$ cat src/rtl/add_serial_sched_if.sv
// Requester-side bundle for the serial adder scheduler:
// per-port request handshake plus the shared result strobe.
interface add_serial_sched_if #(
  parameter int NREQ = 4
);
  logic [NREQ-1:0]   req_valid;
  logic [8*NREQ-1:0] req_a;
  logic [8*NREQ-1:0] req_b;
  logic [NREQ-1:0]   req_ready;
  logic [NREQ-1:0]   rsp_valid;
  logic [7:0]        rsp_sum;

  modport master (
    output req_valid, req_a, req_b,
    input  req_ready, rsp_valid, rsp_sum
  );

  modport slave (
    input  req_valid, req_a, req_b,
    output req_ready, rsp_valid, rsp_sum
  );
endinterface

$ cat src/rtl/add_serial_sched.sv
// Round-robin scheduler sharing one bit-serial adder
// among NREQ requesters; one operation at a time.
module add_serial_sched #(
  parameter int NREQ       = 4,
  parameter int RUN_CYCLES = 8
) (
  input  logic              clk,
  input  logic              rst,
  add_serial_sched_if.slave bus,
  output logic              busy,
  output logic              add_en,
  output logic [7:0]        add_a,
  output logic [7:0]        add_b,
  input  logic [7:0]        add_out
);

  localparam int IW = $clog2(NREQ);
  localparam int CW = $clog2(RUN_CYCLES + 1);

  typedef enum logic [2:0] {
    ARB, START, RUN, CAPT, RESP
  } state_t;

  state_t          state;
  logic [IW-1:0]   last_gnt;
  logic [IW-1:0]   gnt;
  logic [IW-1:0]   win;
  logic [IW-1:0]   cand;
  logic            win_ok;
  logic [CW-1:0]   cnt;
  logic [NREQ-1:0] rsp_valid_q;
  logic [7:0]      rsp_sum_q;
  logic [NREQ-1:0] one;

  assign one = {{(NREQ-1){1'b0}}, 1'b1};

  // first valid port searching upward from last_gnt+1
  always_comb begin
    win    = '0;
    win_ok = 1'b0;
    cand   = '0;
    for (int k = 1; k <= NREQ; k++) begin
      cand = last_gnt + IW'(k);
      if (!win_ok && bus.req_valid[cand]) begin
        win_ok = 1'b1;
        win    = cand;
      end
    end
  end

  assign bus.req_ready =
    (state == ARB && rst && win_ok) ? (one << win) : '0;
  assign bus.rsp_valid = rsp_valid_q;
  assign bus.rsp_sum   = rsp_sum_q;
  assign busy          = (state != ARB);

  always_ff @(posedge clk or negedge rst) begin
    if (!rst) begin
      state       <= ARB;
      cnt         <= '0;
      last_gnt    <= IW'(NREQ - 1);
      gnt         <= '0;
      add_en      <= 1'b0;
      add_a       <= '0;
      add_b       <= '0;
      rsp_sum_q   <= '0;
      rsp_valid_q <= '0;
    end else begin
      add_en      <= 1'b0;
      rsp_valid_q <= '0;
      unique case (state)
        ARB: begin
          if (win_ok) begin
            add_a    <= bus.req_a[{win, 3'b000} +: 8];
            add_b    <= bus.req_b[{win, 3'b000} +: 8];
            gnt      <= win;
            last_gnt <= win;
            add_en   <= 1'b1;
            state    <= START;
          end
        end
        START: begin
          cnt   <= '0;
          state <= RUN;
        end
        RUN: begin
          if (cnt == CW'(RUN_CYCLES - 1)) begin
            cnt    <= '0;
            add_en <= 1'b1;
            state  <= CAPT;
          end else begin
            cnt <= cnt + 1'b1;
          end
        end
        CAPT: begin
          rsp_sum_q   <= add_out;
          rsp_valid_q <= one << gnt;
          state       <= RESP;
        end
        RESP: begin
          state <= ARB;
        end
        default: begin
          state <= ARB;
        end
      endcase
    end
  end

endmodule
$ cat src/flat_wrapper.sv
// flat-port wrapper written by rule: the top's interface ports become plain ports
module add_serial_sched_flat 
#(
  parameter int NREQ       = 4,
  parameter int RUN_CYCLES = 8
)
  (clk, rst, busy, add_en, add_a, add_b, add_out, bus_req_valid, bus_req_a, bus_req_b, bus_req_ready, bus_rsp_valid, bus_rsp_sum);
  add_serial_sched_if #(.NREQ(NREQ)) bus_i ();
  input  logic clk;
  input  logic rst;
  output logic busy;
  output logic add_en;
  output logic [7:0] add_a;
  output logic [7:0] add_b;
  input  logic [7:0] add_out;
  input wire logic [$bits(bus_i.req_valid)-1:0] bus_req_valid;
  input wire logic [$bits(bus_i.req_a)-1:0] bus_req_a;
  input wire logic [$bits(bus_i.req_b)-1:0] bus_req_b;
  output wire logic [$bits(bus_i.req_ready)-1:0] bus_req_ready;
  output wire logic [$bits(bus_i.rsp_valid)-1:0] bus_rsp_valid;
  output wire logic [$bits(bus_i.rsp_sum)-1:0] bus_rsp_sum;
  assign bus_i.req_valid = bus_req_valid;
  assign bus_i.req_a = bus_req_a;
  assign bus_i.req_b = bus_req_b;
  assign bus_req_ready = bus_i.req_ready;
  assign bus_rsp_valid = bus_i.rsp_valid;
  assign bus_rsp_sum = bus_i.rsp_sum;
  add_serial_sched #(.NREQ(NREQ), .RUN_CYCLES(RUN_CYCLES)) u_core (.clk(clk), .rst(rst), .bus(bus_i), .busy(busy), .add_en(add_en), .add_a(add_a), .add_b(add_b), .add_out(add_out));
endmodule
$ cat config.mk
export PLATFORM = sky130hd
export DESIGN_NAME = add_serial_sched_flat
export DESIGN_NICKNAME = d
export VERILOG_FILES = /design/src/rtl/add_serial_sched_if.sv /design/src/rtl/add_serial_sched.sv /design/src/flat_wrapper.sv
export SDC_FILE = /design/constraint.sdc
export NUM_CORES = 1
export LEC_CHECK = 0
export ABC_AREA = 1
export CORE_MARGIN = 2
export CORE_UTILIZATION = 40
export CTS_BUF_LIST = sky130_fd_sc_hd__clkbuf_8
export DETAILED_ROUTE_END_ITERATION = 7
export PLACE_DENSITY = 0.87
export SLEW_MARGIN = 20
export SYNTH_ARGS = -nofsm -noshare
export SYNTH_HDL_FRONTEND = slang
export SYNTH_SLANG_ARGS = --single-unit
$ cat constraint.sdc
create_clock -name clk -period 3 [get_ports clk]
set_input_delay 0.6 -clock clk [delete_from_list [all_inputs] [get_ports clk]]
set_output_delay 0.6 -clock clk [all_outputs]
set_load 0.02 [all_outputs]
# == Yosys cells after proc, flatten, opt, wreduce, memory -nomap -nowiden ==
# Index checks and enable logic that the tools add are counted.
# word_totals
regBits,40
output_inout_bits,34
in_bits,78
word_cells,66
# classes
n_addsub,4
magnitude_cmp,4
n_eq_ne,6
reduce_logical,13
n_mux,26
shift,4
# op_table
op,n
indexed part select 32 x 6 -> 8 bit,2
"< comparator 2 x 3 -> 1 bit, second input constant",4
2-to-1 mux 4 bit,3
case mux 3 bit (4 select lines),1
2-to-1 mux 1 bit,10
binary-select mux 1 bit (select 2 bit),4
2-to-1 mux 2 bit,4
case mux 4 bit (2 select lines),1
"left shift 1 x 2 -> 4 bit, first input constant",2
"== test 3 x 2 -> 1 bit, second input constant",2
2-to-1 mux 3 bit,2
logical AND 1 bit,5
"adder 2 bit, second input constant",2
"adder 4 x 1 -> 4 bit, second input constant",1
"== test 4 x 3 -> 1 bit, second input constant",1
"inequality test 2 x 1 -> 1 bit, second input constant",2
AND reduction 2 bit,2
"== test 3 x 1 -> 1 bit, second input constant",1
zero test 1 bit,3
zero test 3 bit,1
nonzero test 3 bit,1
"adder 2 x 1 -> 2 bit, second input constant",1
case mux 1 bit (2 select lines),1
nonzero test 2 bit,1

# == Longest topological paths before layout ==
# Gate-level depths: netlist of run 1.
# logic_depth
depth_word,15
ltp_mapped,17

# == Least setup slack after synthesis of run 1 ==
# Ideal clock, no wire load.
# synth_timing
path_kind,register to output
from,register u_core.last_gnt[1]
to,output port bus_req_ready[0]
path_stages_with_launch,13
t_arrival_ns,2.046
n_path_buf,2
setup_slack_ns,0.354
path_cell_list,dfstp_2 -> buf_2 -> inv_2 -> nand2_1 -> nand2_2 -> nand2_1 -> nand2_2 -> a21oi_1 -> nand2_2 -> nand2_4 -> buf_6 -> inv_1 -> nor3_1
# synth_between
elab_chain_cells,15
word_cells_on_any_way,28
cone_classes,add/sub: 3; shift: 1; mux: 17; reduce/logical: 7
# synth_rtl
element,line_no,rtl
"start, declared",add_serial_sched.sv:25,logic [IW-1:0] last_gnt;
"start signal, assigned",add_serial_sched.sv:61,last_gnt <= IW'(NREQ - 1);
"start signal, assigned",add_serial_sched.sv:77,last_gnt <= win;
adder 2 x 1 -> 2 bit,add_serial_sched.sv:43,cand = last_gnt + IW'(k);
binary-select mux 1 bit (select 2 bit),add_serial_sched.sv:44,if (!win_ok && bus.req_valid[cand]) begin
2-to-1 mux 1 bit (not written as such),add_serial_sched.sv:44,
2-to-1 mux 1 bit,add_serial_sched.sv:44,
zero test 1 bit,add_serial_sched.sv:44,
logical AND 1 bit,add_serial_sched.sv:44,
2-to-1 mux 1 bit,add_serial_sched.sv:44,
zero test 1 bit,add_serial_sched.sv:44,
logical AND 1 bit,add_serial_sched.sv:44,
2-to-1 mux 1 bit,add_serial_sched.sv:44,
zero test 1 bit,add_serial_sched.sv:44,
logical AND 1 bit,add_serial_sched.sv:44,
2-to-1 mux 2 bit or 2-to-1 mux 1 bit (tied branches),add_serial_sched.sv:44,
left shift 1 x 2 -> 4 bit or logical AND 1 bit (tied branches),add_serial_sched.sv:52,(state == ARB && rst && win_ok) ? (one << win) : '0;
2-to-1 mux 4 bit *,add_serial_sched.sv:52,
"end, declared",flat_wrapper.sv:19,output wire logic [$bits(bus_i.req_ready)-1:0] bus_req_ready;
# Every way passes the cells marked *; elsewhere a longest branch is shown, timed or not. The select of a mux whose other input is x is not followed.

# == Worst setup path in the final report of run 1 ==
# layout_timing
from,input port bus_req_valid[2]
to,output port bus_req_ready[0]
# layout_between
elab_chain_cells,14
word_cells_on_any_way,25
cone_classes,shift: 1; mux: 17; reduce/logical: 7
# layout_rtl
element,line_no,rtl
"start, declared",flat_wrapper.sv:16,input wire logic [$bits(bus_i.req_valid)-1:0] bus_req_valid;
binary-select mux 1 bit (select 2 bit),add_serial_sched.sv:44,
2-to-1 mux 1 bit (not written as such),add_serial_sched.sv:44,
2-to-1 mux 1 bit,add_serial_sched.sv:44,
zero test 1 bit,add_serial_sched.sv:44,
logical AND 1 bit,add_serial_sched.sv:44,
2-to-1 mux 1 bit,add_serial_sched.sv:44,
zero test 1 bit,add_serial_sched.sv:44,
logical AND 1 bit,add_serial_sched.sv:44,
2-to-1 mux 1 bit,add_serial_sched.sv:44,
zero test 1 bit,add_serial_sched.sv:44,
logical AND 1 bit,add_serial_sched.sv:44,
2-to-1 mux 2 bit or 2-to-1 mux 1 bit (tied branches),add_serial_sched.sv:44,
left shift 1 x 2 -> 4 bit or logical AND 1 bit (tied branches),add_serial_sched.sv:52,
2-to-1 mux 4 bit *,add_serial_sched.sv:52,
# Marks and branches as above.

==> results of run 1 <==
area by class of cell:
cell class,count,area share
repair buffers,123,0.3131
clock inverters,2,0.01030
well taps,75,0.02493
clock buffers,6,0.02193
multi-input cells,301,0.3436
flip-flops and latches,40,0.2665
inverters,19,0.01961
metal layers:
| layer | part of all wire | vias to the layer above | GRT usage | wire length, um |
|---|---|---|---|---|
| li1 | - | 1401 | - | - |
| met4 | 0.022 | 0 | 0.05738 | 153 |
| met2 | 0.51 | 99 | 0.3919 | 3593 |
| met5 | 0 | - | 0 | 0 |
| met1 | 0.40 | 1283 | 0.2447 | 2814 |
| met3 | 0.067 | 14 | 0.05978 | 474 |
synth_stat cells:
master and number:
nand2_1 221, buf_4 2, buf_6 4, a21oi_1 6, inv_1 16, nor2_1 4
o31ai_1 1, dfrtp_1 38, nand4_1 2, buf_2 9, ha_1 1, dfstp_2 2
clkbuf_1 2, nand3_2 1, nor3_2 1, nand3_1 35, nor2_4 1, o21ai_0 7
a22o_1 1, nand3b_1 1, nand2_2 6, nand2_4 2, nor3_1 10, inv_2 3
o21ai_1 1
sequential cells by signal (all words and copies together), names as in the netlist:
name and cells:
u_core.add_a 8, u_core.add_b 8, u_core.bus.rsp_sum 8, u_core.bus.rsp_valid 4
u_core.cnt 4, u_core.state 3, u_core.gnt 2, u_core.last_gnt 2
u_core.add_en 1
worst reg2reg max path, stage by stage (launching register included):
cell,delay (ns)
dfstp_2,0.62
inv_4,0.09
nand2_1,0.08
nand2_1,0.08
o21ai_2,0.19
buf_4,0.14
nand3_2,0.09
nand2_4,0.08
buf_4,0.31
nand3_1,0.15
nand2_1,0.10
nand2_1,0.05
nand2_1,0.07
nand2_1,0.05
nand2_1,0.06
through the flow:
step / util / power (mW) / std cells
2_1_floorplan: - / 3.232 / 377
3_3_place_gp: 0.6120 / 4.113 / 558
3_5_place_dp: 0.6120 / 4.210 / 558
4_1_cts: 0.6340 / 4.685 / 566
5_1_grt: 0.6321 / 5.143 / 566
6_report: 0.6321 / 4.676 / 566
worst min path at each step:
| stage | depth (start not counted) | startpoint | end | slack, ns |
|---|---|---|---|---|
| 2_1_floorplan | 0 | rst | u_core.add_a[0] | 0.30 |
| 3_3_place_gp | 1 | u_core.gnt[1] | u_core.bus.rsp_valid[0] | 0.44 |
| 3_5_place_dp | 1 | u_core.gnt[1] | u_core.bus.rsp_valid[1] | 0.46 |
| 4_1_cts | 2 | rst | u_core.add_a[7] | 0.41 |
| 5_1_grt | 2 | rst | u_core.add_a[7] | 0.43 |
| 6_report | 2 | rst | u_core.add_a[7] | 0.38 |
layout by cell type (no fill, tap or decap), drive strengths merged:
master	count
nand2	229
clkdlybuf4s50	106
dfrtp	38
nand3	36
inv	19
buf	17
nor3	11
o21ai	8
a21oi	6
clkbuf	6
nor2	5
nand4	2
dfstp	2
nand3b	1
o31ai	1
a22o	1
ha	1
clkinv	1
bufinv	1
where the power goes:
| group | total (mW) | internal, mW | leakage [nW] | switching, mW |
|---|---|---|---|---|
| clock | 0.459 | 0.272 | 0.0614 | 0.187 |
| sequential | 0.966 | 0.797 | 0.503 | 0.169 |
| combinational | 3.25 | 1.23 | 1.38 | 2.02 |
kinds of logic after synthesis:
group	after synthesis	synth area share
and+or+nand+nor	284	0.4787
DFF	40	0.4067
buffers and inverters	36	0.07454
AOI/OAI and AO/OA	16	0.03499
adders and majority gates	1	0.005070
what timing repair did:
action | 4_1_cts | 5_1_grt
endpoints found under the setup margin | 4 | 4
gates resized for setup | 15 | 11
pin swaps | 0 | 2
endpoints found under the hold margin | 0 | 0
==> results.py, run 1 <==
metrics = {
    "final_layout": {
        "n_fill_cell": 563,
        "area_growth_syn_to_layout_pct": 52.59,
        "drive_gt1_frac": 0.09165,
        "n_antenna_cell": 0,
        "multi_input_area_um2": 1294,
        "design_area_um2": 3765,
        "nets": 569,
        "seqCellArea_um2": 1003,
    },
    "placement": {
        "place_ws_ns": -0.4047,
        "placed_cell_area_um2": 3645,
        "hpwl_um": 5441,
        "gp_congestion": 0.9292,
        "portBuffers": 111,
    },
    "clocking": {
        "path_clk_slew_ns": 0.08,
        "insertion_delay_ns": 0.29,
        "clk_path_buf_depth": 2,
        "postCtsHoldBufs": 0,
        "post_cts_buffers": 0,
        "cts.sinks": 40,
        "cts_htree_levels": 2,
        "cts_root_buffer": "clkbuf_8",
        "cts_tree": "done",
        "numCtsBuffers": 5,
    },
    "logic_synthesis": {
        "synth.area.top_cells": "dfrtp_1 39%, nand2_1 34%, nand3_1 7.1%",
        "ys_seq_elements": 40,
        "synth_top_area_cell": "dfrtp_1",
        "synth-seq-area-share": 0.4067,
        "yosys.area.top_type_share": 0.3854,
        "synthCells": 377,
        "syn_area_per_cell_um2": 6.545,
        "netlist_area_um2": 2467,
        "syn_nets": 456,
        "synth_cell_types": 25,
        "yosys_warnings": 0,
    },
    "floorplanning": {
        "ios": 112,
        "die-height_um": 82.54,
        "dieArea_um2": 6813,
        "fp.dieW_um": 82.54,
        "start_util": 0.4143,
        "design.core.area_um2": 5956,
        "placementRows": 28,
    },
    "drt": {
        "wl_um": 7035,
        "antenna_left": 0,
        "drtIter0Drc": 83,
        "via_count": 2797,
        "wl_per_cell_um": 12.43,
        "drt-pass1-iter-count": 4,
        "via_per_inst": 4.942,
        "drc_errors": 0,
    },
    "setup_path": {
        "endpoint": "bus_req_ready[0]",
        "crit_type": "in -> out",
        "start_kind": "input pin",
        "cp_common_cell": "nand2_1",
        "rr_worst_depth": 14,
        "crit_path_end_kind": "output port",
        "cp_top_family": "simple AND/OR/NAND/NOR gates",
        "critical_path_depth": 12,
        "critPathMaxStageDelay_ns": 0.50,
        "cp_max_fo": 5,
        "crit_path_start": "bus_req_valid[2]",
        "rr_startpoint": "u_core.last_gnt[0]",
        "cpMaxStageDelayCell": "clkdlybuf4s50_1",
        "path_cells": "clkdlybuf4s50_1 > nand2_1 > nand2_1 > nand2_1 > nand2_2 > nor2_1 > nor2_2 > nand2_4 > nand2_4 > inv_1 > nor3_1 > buf_2",
        "r2r_end": "u_core.add_a[5]",
        "critPathBufInv": 3,
        "worst_ep_arrival_time_ns": 2.34,
        "ff2ff_setup_slack_ns": 0.80,
        "cp.required_ns": 2.40,
    },
    "grt": {
        "grt_pass1_wl_um": 11390,
        "grt_max_degree": 41,
        "overflow": 0,
        "grtUsageTotal": 0.2145,
        "grt_antenna_before_repair": 0,
        "grt_pass1_vias": 2700,
    },
    "sta": {
        "tightest_slew_ns": 0.6187,
        "fin_crit_sh": 0.9795,
        "rsz0062_at_grt": "yes",
        "period_needed_ns": 2.938,
        "final.setup.tns_ns": 0,
        "setup_viol": 0,
        "drv_slew": 0,
        "fmax_mhz": 340.3,
        "relSlewSlack": 0.5853,
        "timing.final.hold_violations": 0,
        "fin_skew_ns": 0.01229,
        "fin_hold_ws_ns": 0.3806,
        "setup_ws_ns": 0.06163,
    },
    "worst_hold_path": {
        "worstHoldPathType": "in -> async",
    },
    "power": {
        "powerDensity_nw_per_um2": 1242,
        "p_leak_nw": 1.948,
        "vdd_drop_max_mv": 0.6066,
    },
    "status": {
        "outcome": "completed",
    },
    "run": {
        "drv_cap": 0,
    },
}
No activity file was read; power rests on OpenSTA's default activity.
==> run 2, diff against run 1 <==
--- a/config.mk
+++ b/config.mk
@@ -11,6 +11,7 @@
 export CTS_BUF_LIST = sky130_fd_sc_hd__clkbuf_8
 export DETAILED_ROUTE_END_ITERATION = 7
 export PLACE_DENSITY = 0.87
+export RECOVER_POWER = 25
 export SLEW_MARGIN = 20
 export SYNTH_ARGS = -nofsm -noshare
 export SYNTH_HDL_FRONTEND = slang
==> results.py, run 2 (synthesis results as in run 1) <==
metrics = {
    "status": {
        "outcome": "finished, violations left",
        "violations": "max-capacitance violations, max-slew violations",
    },
    "clocking": {
        "cts_htree_levels": 2,
        "path_clk_slew_ns": 0.07,
        "cts_tree": "done",
        "post_cts_buffers": 0,
        "insertion_delay_ns": 0.29,
        "cts.sinks": 40,
        "clk_path_buf_depth": 2,
        "cts_root_buffer": "clkbuf_8",
        "numCtsBuffers": 5,
        "postCtsHoldBufs": 0,
    },
    "sta": {
        "fin_skew_ns": 0.01202,
        "drv_slew": 41,
        "relSlewSlack": -0.3953,
        "final.setup.tns_ns": 0,
        "tightest_slew_ns": 2.093,
        "timing.final.hold_violations": 0,
        "period_needed_ns": 2.941,
        "fin_crit_sh": 0.9805,
        "rsz0062_at_grt": "yes",
        "fmax_mhz": 340.0,
        "setup_viol": 0,
    },
    "setup_path": {
        "critPathMaxStageDelay_ns": 0.50,
        "cp.required_ns": 2.40,
        "crit_type": "in -> out",
        "cp_max_fo": 5,
        "crit_path_start": "bus_req_valid[2]",
        "crit_path_end_kind": "output port",
        "cp_common_cell": "nand2_1",
        "cpMaxStageDelayCell": "clkdlybuf4s50_1",
        "ff2ff_setup_slack_ns": 0.80,
        "endpoint": "bus_req_ready[0]",
        "rr_worst_depth": 15,
        "path_cells": "clkdlybuf4s50_1 > nand2_1 > nand2_1 > nand2_1 > nand2_2 > nor2_1 > nor2_2 > nand2_4 > nand2_4 > inv_1 > nor3_1 > buf_2",
        "r2r_end": "u_core.add_a[5]",
        "rr_startpoint": "u_core.last_gnt[0]",
        "cp_top_family": "simple AND/OR/NAND/NOR gates",
        "critical_path_depth": 12,
        "worst_ep_arrival_time_ns": 2.34,
        "critPathBufInv": 3,
        "start_kind": "input pin",
    },
    "drt": {
        "antenna_left": 0,
        "wl_um": 7087,
        "drt-pass1-iter-count": 4,
        "drtIter0Drc": 84,
        "via_count": 2786,
        "wl_per_cell_um": 12.52,
        "drc_errors": 0,
        "via_per_inst": 4.922,
    },
    "floorplanning": {
        "placementRows": 28,
        "fp.dieW_um": 82.54,
        "die-height_um": 82.54,
        "dieArea_um2": 6813,
        "design.core.area_um2": 5956,
        "ios": 112,
        "start_util": 0.4143,
    },
    "power": {
        "vdd_drop_max_mv": 0.6099,
        "p_leak_nw": 1.942,
        "powerDensity_nw_per_um2": 1246,
        "totalPowerFinal_mw": 4.683,
    },
    "grt": {
        "grt_max_degree": 41,
        "grt_pass1_wl_um": 11390,
        "grt_pass1_vias": 2700,
        "grtUsageTotal": 0.2145,
        "overflow": 0,
        "grt_antenna_before_repair": 0,
    },
    "final_layout": {
        "seqCellArea_um2": 1003,
        "layout_commonest_cell": "nand2_1",
        "n_antenna_cell": 0,
        "drive_gt1_frac": 0.08758,
        "multi_input_area_um2": 1294,
        "nets": 569,
        "n_fill_cell": 565,
        "area_growth_syn_to_layout_pct": 52.38,
        "mostFrequentLayoutCells": "220 x nand2_1, 106 x clkdlybuf4s50_1, 38 x dfrtp_1, 35 x nand3_1, 16 x inv_1",
    },
    "placement": {
        "hpwl_um": 5441,
        "gp_congestion": 0.9292,
        "portBuffers": 111,
    },
    "worst_hold_path": {
        "worstHoldPathType": "reg -> reg",
    },
    "run": {
        "drv_cap": 1,
    },
}
[run 2: changes by cell type in the layout (fill, tap and decap cells not counted), sizes merged]
cell / before / now
buf: 17 / 15
clkbuf: 6 / 8
[run 2: area by class of cell]
class,instances,area share
timing repair buffer,123,0.3121
clock inverter,2,0.01032
multi-input combinational,301,0.3441
inverter,19,0.01963
clock buffer,6,0.02196
sequential,40,0.2669
tap,75,0.02496
[run 2: what timing repair did]
item	4_1_cts	5_1_grt
resized for setup	15	11
pin swaps	0	2
endpoints found under the setup margin	4	4
[run 2: power by group]
part | internal, mW | switching, mW | leakage (nW)
combinational | 1.23 | 2.03 | 1.38
clock | 0.272 | 0.188 | 0.0614
sequential | 0.797 | 0.169 | 0.503
total | 2.30 | 2.38 | 1.94
[run 2: stage by stage]
stage,instances,hold WS [ns],instance area (um^2),util,worst slack (ns)
after detailed placement,558,0.4624,3645,0.6120,-0.4047
after global placement,558,0.4416,3645,0.6120,-0.2760
final,566,0.4752,3760,0.6313,0.05857
after floorplan,377,0.3044,2467,-,0.3539
after CTS,566,0.4078,3776,0.6340,-0.001831
after global routing,566,0.4870,3760,0.6313,-0.05836
[run 2: routing by layer]
metal  vias up  track usage  part of all wire
met5         -            0                 0
li1       1398            -                 -
met1      1283       0.2447              0.41
met3        14      0.05978             0.063
met2        91       0.3919              0.50
met4         0      0.05738             0.022
[run 2: worst min path at each step]
stage                       start                      end  slack, ns  cells past startpoint
floorplan                     rst          u_core.add_a[0]       0.30                      0
global placement    u_core.gnt[1]  u_core.bus.rsp_valid[0]       0.44                      1
detailed placement  u_core.gnt[1]  u_core.bus.rsp_valid[1]       0.46                      1
CTS                           rst          u_core.add_a[7]       0.41                      2
global route        u_core.gnt[0]  u_core.bus.rsp_valid[2]       0.49                      1
finish              u_core.gnt[0]  u_core.bus.rsp_valid[2]       0.48                      1
